<file path="src/rtl/icache_refill_bridge_pkg.sv">
// Shared types and constants for the icache refill bridge.
// Holds the ISA word width, the NOP filler and the bridge FSM encoding.
package icache_refill_bridge_pkg;

  localparam int unsigned XLEN = 32;
  localparam logic [XLEN-1:0] NOP_INSTRUCTION = 32'h0000_0013;
  localparam int unsigned IRB_TIMEOUT_DEFAULT = 64;

  typedef enum logic [2:0] {
    StIdle  = 3'd0,
    StReq   = 3'd1,
    StWait  = 3'd2,
    StResp  = 3'd3,
    StDrain = 3'd4
  } irb_state_e;

  function automatic logic is_word_aligned(input logic [XLEN-1:0] addr);
    return addr[1:0] == 2'b00;
  endfunction

endpackage

</file>
<file path="src/rtl/ifetch_last_buf.sv">
// One-entry buffer holding the most recent successful refill word.
// Invalidate takes priority over a coincident write.
module ifetch_last_buf
  import icache_refill_bridge_pkg::*;
(
  input  logic            clk,
  input  logic            reset,
  input  logic [XLEN-1:0] lookup_addr,
  input  logic            wr_en,
  input  logic [XLEN-1:0] wr_tag,
  input  logic [XLEN-1:0] wr_data,
  input  logic            inv,
  output logic            hit,
  output logic [XLEN-1:0] hit_data
);

  logic            valid_q;
  logic [XLEN-1:0] tag_q;
  logic [XLEN-1:0] data_q;

  always_ff @(posedge clk or negedge reset) begin
    if (!reset) begin
      valid_q <= 1'b0;
      tag_q   <= '0;
      data_q  <= '0;
    end else begin
      if (inv) begin
        valid_q <= 1'b0;
      end else if (wr_en) begin
        valid_q <= 1'b1;
      end
      if (wr_en) begin
        tag_q  <= wr_tag;
        data_q <= wr_data;
      end
    end
  end

  assign hit      = valid_q && (tag_q == lookup_addr);
  assign hit_data = data_q;

endmodule

</file>
<file path="src/rtl/icache_refill_bridge.sv">
// Bridges single-word icache refills onto a req/gnt/rvalid instruction bus,
// with a last-fetch buffer, alignment check, timeout and flush-abort draining.
module icache_refill_bridge
  import icache_refill_bridge_pkg::*;
#(
  parameter int unsigned TIMEOUT_CYCLES = IRB_TIMEOUT_DEFAULT,
  parameter bit          BUF_EN         = 1'b1
) (
  input  logic            clk,
  input  logic            reset,
  input  logic            cache_req,
  input  logic [XLEN-1:0] cache_addr,
  input  logic            abort,
  input  logic            buf_inv,
  output logic            cache_ack,
  output logic [XLEN-1:0] cache_data,
  output logic            cache_err,
  output logic            bus_req,
  output logic [XLEN-1:0] bus_addr,
  input  logic            bus_gnt,
  input  logic            bus_rvalid,
  input  logic [XLEN-1:0] bus_rdata,
  input  logic            bus_err,
  output logic            busy
);

  localparam int unsigned CntW = $clog2(TIMEOUT_CYCLES + 1);
  localparam logic [CntW-1:0] CntLast = CntW'(TIMEOUT_CYCLES - 1);

  irb_state_e      state_q, state_d;
  logic [XLEN-1:0] addr_q, addr_d;
  logic [XLEN-1:0] data_q, data_d;
  logic            err_q, err_d;
  logic [CntW-1:0] cnt_q, cnt_d;
  logic            to_q, to_d;

  logic            buf_wr_en;
  logic            buf_hit;
  logic [XLEN-1:0] buf_hit_data;

  ifetch_last_buf u_last_buf (
    .clk         (clk),
    .reset       (reset),
    .lookup_addr (cache_addr),
    .wr_en       (buf_wr_en & BUF_EN),
    .wr_tag      (addr_q),
    .wr_data     (bus_rdata),
    .inv         (buf_inv),
    .hit         (buf_hit),
    .hit_data    (buf_hit_data)
  );

  always_comb begin
    state_d   = state_q;
    addr_d    = addr_q;
    data_d    = data_q;
    err_d     = err_q;
    cnt_d     = cnt_q;
    to_d      = to_q;
    buf_wr_en = 1'b0;

    unique case (state_q)
      StIdle: begin
        if (cache_req && !abort) begin
          if (!is_word_aligned(cache_addr)) begin
            err_d   = 1'b1;
            data_d  = NOP_INSTRUCTION;
            to_d    = 1'b0;
            state_d = StResp;
          end else if (BUF_EN && buf_hit && !buf_inv) begin
            // A same-cycle invalidate turns a would-be hit into a miss
            err_d   = 1'b0;
            data_d  = buf_hit_data;
            to_d    = 1'b0;
            state_d = StResp;
          end else begin
            addr_d  = cache_addr;
            state_d = StReq;
          end
        end
      end

      StReq: begin
        if (bus_gnt) begin
          // Once granted the response must be consumed, even if aborted
          cnt_d   = '0;
          state_d = abort ? StDrain : StWait;
        end else if (abort || !cache_req) begin
          state_d = StIdle;
        end
      end

      StWait: begin
        cnt_d = cnt_q + 1'b1;
        if (bus_rvalid) begin
          buf_wr_en = !bus_err;
          if (abort) begin
            state_d = StIdle;
          end else begin
            data_d  = bus_err ? NOP_INSTRUCTION : bus_rdata;
            err_d   = bus_err;
            to_d    = 1'b0;
            state_d = StResp;
          end
        end else if (abort) begin
          cnt_d   = '0;
          state_d = StDrain;
        end else if (cnt_q == CntLast) begin
          err_d   = 1'b1;
          data_d  = NOP_INSTRUCTION;
          to_d    = 1'b1;
          state_d = StResp;
        end
      end

      StResp: begin
        // After a timeout the late response may still arrive, so drain it
        cnt_d   = '0;
        to_d    = 1'b0;
        state_d = to_q ? StDrain : StIdle;
      end

      StDrain: begin
        cnt_d = cnt_q + 1'b1;
        if (bus_rvalid) begin
          buf_wr_en = !bus_err;
          state_d   = StIdle;
        end else if (cnt_q == CntLast) begin
          state_d = StIdle;
        end
      end

      default: begin
        state_d = StIdle;
      end
    endcase
  end

  always_ff @(posedge clk or negedge reset) begin
    if (!reset) begin
      state_q <= StIdle;
      addr_q  <= '0;
      data_q  <= NOP_INSTRUCTION;
      err_q   <= 1'b0;
      cnt_q   <= '0;
      to_q    <= 1'b0;
    end else begin
      state_q <= state_d;
      addr_q  <= addr_d;
      data_q  <= data_d;
      err_q   <= err_d;
      cnt_q   <= cnt_d;
      to_q    <= to_d;
    end
  end

  assign cache_ack  = (state_q == StResp) && !abort;
  assign cache_data = data_q;
  assign cache_err  = err_q;
  assign bus_req    = (state_q == StReq);
  assign bus_addr   = addr_q;
  assign busy       = (state_q != StIdle);

endmodule

</file>
<file path="config.mk">
export PLATFORM = sky130hd
export DESIGN_NAME = icache_refill_bridge
export DESIGN_NICKNAME = d
export VERILOG_FILES = /design/src/rtl/icache_refill_bridge_pkg.sv /design/src/rtl/ifetch_last_buf.sv /design/src/rtl/icache_refill_bridge.sv
export SDC_FILE = /design/constraint.sdc
export NUM_CORES = 1
export LEC_CHECK = 0
export CAP_MARGIN = 40
export CORE_MARGIN = 4
export CORE_UTILIZATION = 25
export DETAILED_ROUTE_END_ITERATION = 7
export SKIP_LAST_GASP = 1
export SYNTH_ARGS = -nofsm -noshare
export SYNTH_HDL_FRONTEND = slang
export SYNTH_SLANG_ARGS = --single-unit
</file>
<file path="constraint.sdc">
create_clock -name clk -period 3.8 [get_ports clk]
set_input_delay 0.95 -clock clk [delete_from_list [all_inputs] [get_ports clk]]
set_output_delay 0.95 -clock clk [all_outputs]
set_load 0.005 [all_outputs]
</file>
==> impl_metrics.py <==
metrics = {
    "synthesis": {
        "synth_top_area_share_pct": 55.12,
        "async_flop_share_pct": 100.0,
        "syn_avg_cell_area_um2": 13.39,
        "post_synth_num_cell_types": 45,
        "yosysSeqAreaShare_pct": 56.38,
        "synth-seq-cells": 141,
        "synth_warnings": 0,
        "syn_inst": 468,
        "syn-num-nets": 541,
        "synth_area_leaders": "dfrtp_1 55%, mux2_2 17%, mux2_1 5.2%",
        "synth_ff_type": "dfrtp_1",
        "synth_edf_count": 0,
        "netlist_area_mm2": 0.006265,
        "synth_top_area_cell": "dfrtp_1",
    },
    "timing": {
        "finalSetupTns_ns": 0,
        "finalMaxSlewViolations": 0,
        "finalCritPeriodShare_pct": 84.50,
        "period_needed_ns": 3.211,
        "tightestPinTransition_ns": 0.5789,
        "rsz0062_at_grt": "false",
        "setup_viol": 0,
        "max_slew_margin_pct": 61.26,
        "final-hold-violation-count": 0,
        "skew_ns": 0.01019,
        "clock.fmax_mhz": 311.4,
    },
    "detailed_routing": {
        "wl_per_cell_um": 15.79,
        "drtPass1Iterations": 4,
        "vias": 4127,
        "ant_nets": 0,
        "avgViaCountPerCell": 4.340,
        "drc": 0,
        "routed_wirelength_um": 15010,
        "drt_iter0_drc": 197,
    },
    "power": {
        "p_total_mw": 6.455,
        "peakVddDrop_mv": 0.3609,
        "power_leakage_nw": 3.685,
        "p_per_area_mw_per_mm2": 739.4,
    },
    "worst_hold_path": {
        "worstHoldPathType": "input port to asynchronous set/reset pin",
    },
    "critical_path": {
        "critical_path_class": "input port to primary output",
        "crit_path_end_kind": "primary output",
        "required_ns": 2.85,
        "critPathMaxFanout": 8,
        "worstPathArrival_ns": 2.26,
        "crit_path_start_kind": "input port",
    },
    "clock_tree": {
        "clock_path_buffers": 2,
        "numClockSinks": 141,
        "cts_setup_buffers": 0,
        "cts_made_buffers": 17,
        "worstSkewPairLatency_ns": 0.41,
        "cts_resized": 0,
        "cts_root_buf": "clkbuf_16",
        "h-tree-depth": 4,
        "path_clk_slew_ns": 0.06,
        "ctsHoldBuffers": 0,
        "cts_tree": "yes",
    },
    "global_route": {
        "grt_pass1_wl_um": 24880,
        "overflow": 0,
        "antenna_found_initial": 0,
        "grt_max_degree": 74,
        "grt_pass1_vias": 4497,
        "grtUsageTotal_pct": 11.24,
    },
    "job": {
        "cap_viol_max_count": 0,
    },
    "place": {
        "place.gp.congestion": 0.6954,
        "portBuffers": 139,
        "place_hpwl_um": 10570,
    },
    "final_layout": {
        "multi_input_area_mm2": 0.002585,
        "nets": 687,
        "area.sequential_mm2": 0.003532,
        "fillers": 2402,
        "layout-drive-gt1-share_pct": 24.40,
        "synthToLayoutAreaGrowth_pct": 39.34,
        "diodes": 0,
        "final_cell_mix": "138 x dfrtp_1, 138 x clkdlybuf4s50_1, 97 x mux2_2",
    },
    "floorplan": {
        "die_x_um": 166.3,
        "die_height_um": 166.3,
        "fp-row-count": 57,
        "die_area_mm2": 0.02766,
        "start_util_pct": 25.61,
        "core_mm2": 0.02446,
        "pin_count": 140,
    },
    "status": {
        "outcome": "complete, no violations",
    },
}
critical path, stage by stage:
cell and delay (ns):
clkdlybuf4s50_1 0.56, nor3_1 0.22, clkdlybuf4s50_1 0.53
area by class of cell:
class	instances	share of cell area (%)
well taps	324	4.644
inverters	8	0.3440
multi-input cells	296	29.61
repair buffers	150	17.61
clock inverters	13	2.136
clock buffers	19	5.188
flip-flops and latches	141	40.46
state kept, by name (all words and copies together) (netlist names):
signal	flops
bus_addr	32
cache_data	32
u_last_buf.hit_data	32
u_last_buf.tag_q	32
cnt_q	7
state_q	3
cache_err	1
to_q	1
u_last_buf.valid_q	1
through the flow:
| step | std cells | worst slack (ns) | instance area, µm² | utilization (%) | hold slack, ns |
|---|---|---|---|---|---|
| 2_1_floorplan | 468 | 1.119 | 6265 | - | 0.4482 |
| 3_3_place_gp | 919 | 0.2814 | 8090 | 33.07 | 0.4625 |
| 3_5_place_dp | 919 | 0.2377 | 8090 | 33.07 | 0.4610 |
| 4_1_cts | 951 | 0.5742 | 8730 | 35.69 | 0.3941 |
| 5_1_grt | 951 | 0.5137 | 8730 | 35.69 | 0.3984 |
| 6_report | 951 | 0.5891 | 8730 | 35.69 | 0.4048 |
synthesized netlist by cell type (7+ instances only):
master / n
nand2b_1: 8
xnor2_1: 27
nor3_1: 8
nor2_1: 12
inv_1: 8
o21ai_0: 12
a22o_1: 24
mux2_2: 97
nand3_1: 15
nand4_1: 7
dfrtp_1: 138
mux2_1: 29
buf_2: 10
clkbuf_1: 7
nand2_1: 15
routing by layer:
layer / part of all wire, % / track usage [%] / vias to the layer above / routed length [µm]
met4: 0.67 / 2.775 / 0 / 101
met2: 45 / 17.33 / 125 / 6764
met1: 46 / 14.50 / 2014 / 6876
met3: 8.5 / 5.070 / 7 / 1271
li1: - / - / 1981 / -
met5: 0 / 0 / - / 0
final timing paths:
kind                                                   from  depth (start not counted)                         end  slack [ns]
setup / recovery                                      abort                          3                   cache_ack        0.59
hold / removal                                        reset                          1     bus_addr[6]$_DFFE_PN0P_        0.40
setup reg to reg           u_last_buf.tag_q[21]$_DFFE_PN0P_                          6  cache_data[31]$_DFFE_PN0P_        1.38
hold reg to reg                   cache_data[4]$_DFFE_PN1P_                          2   cache_data[4]$_DFFE_PN1P_        0.47
max in group asynchronous                             reset                          2     bus_addr[5]$_DFFE_PN0P_        2.57
min in group clk                  cache_data[4]$_DFFE_PN1P_                          2   cache_data[4]$_DFFE_PN1P_        0.47
logic make-up (layout without fill, tap and decap cells):
family	after synthesis	count (layout)	synth area share, %
multiplexers	128	128	22.97
AO/OA/AOI/OAI	57	57	6.950
buffers and inverters	31	190	2.596
XOR/XNOR	31	31	4.334
adder cells (fa/ha/maj)	1	1	0.1997
AND/OR/NAND/NOR	79	79	6.571
flip-flops	141	141	56.38
report_power, final:
part	total (mW)	switching, mW	internal (mW)
Combinational	2.06	0.710	1.35
Clock	1.80	0.660	1.14
Sequential	2.60	0.426	2.17
Total	6.46	1.80	4.66
No activity file was read; power rests on OpenSTA's default activity.
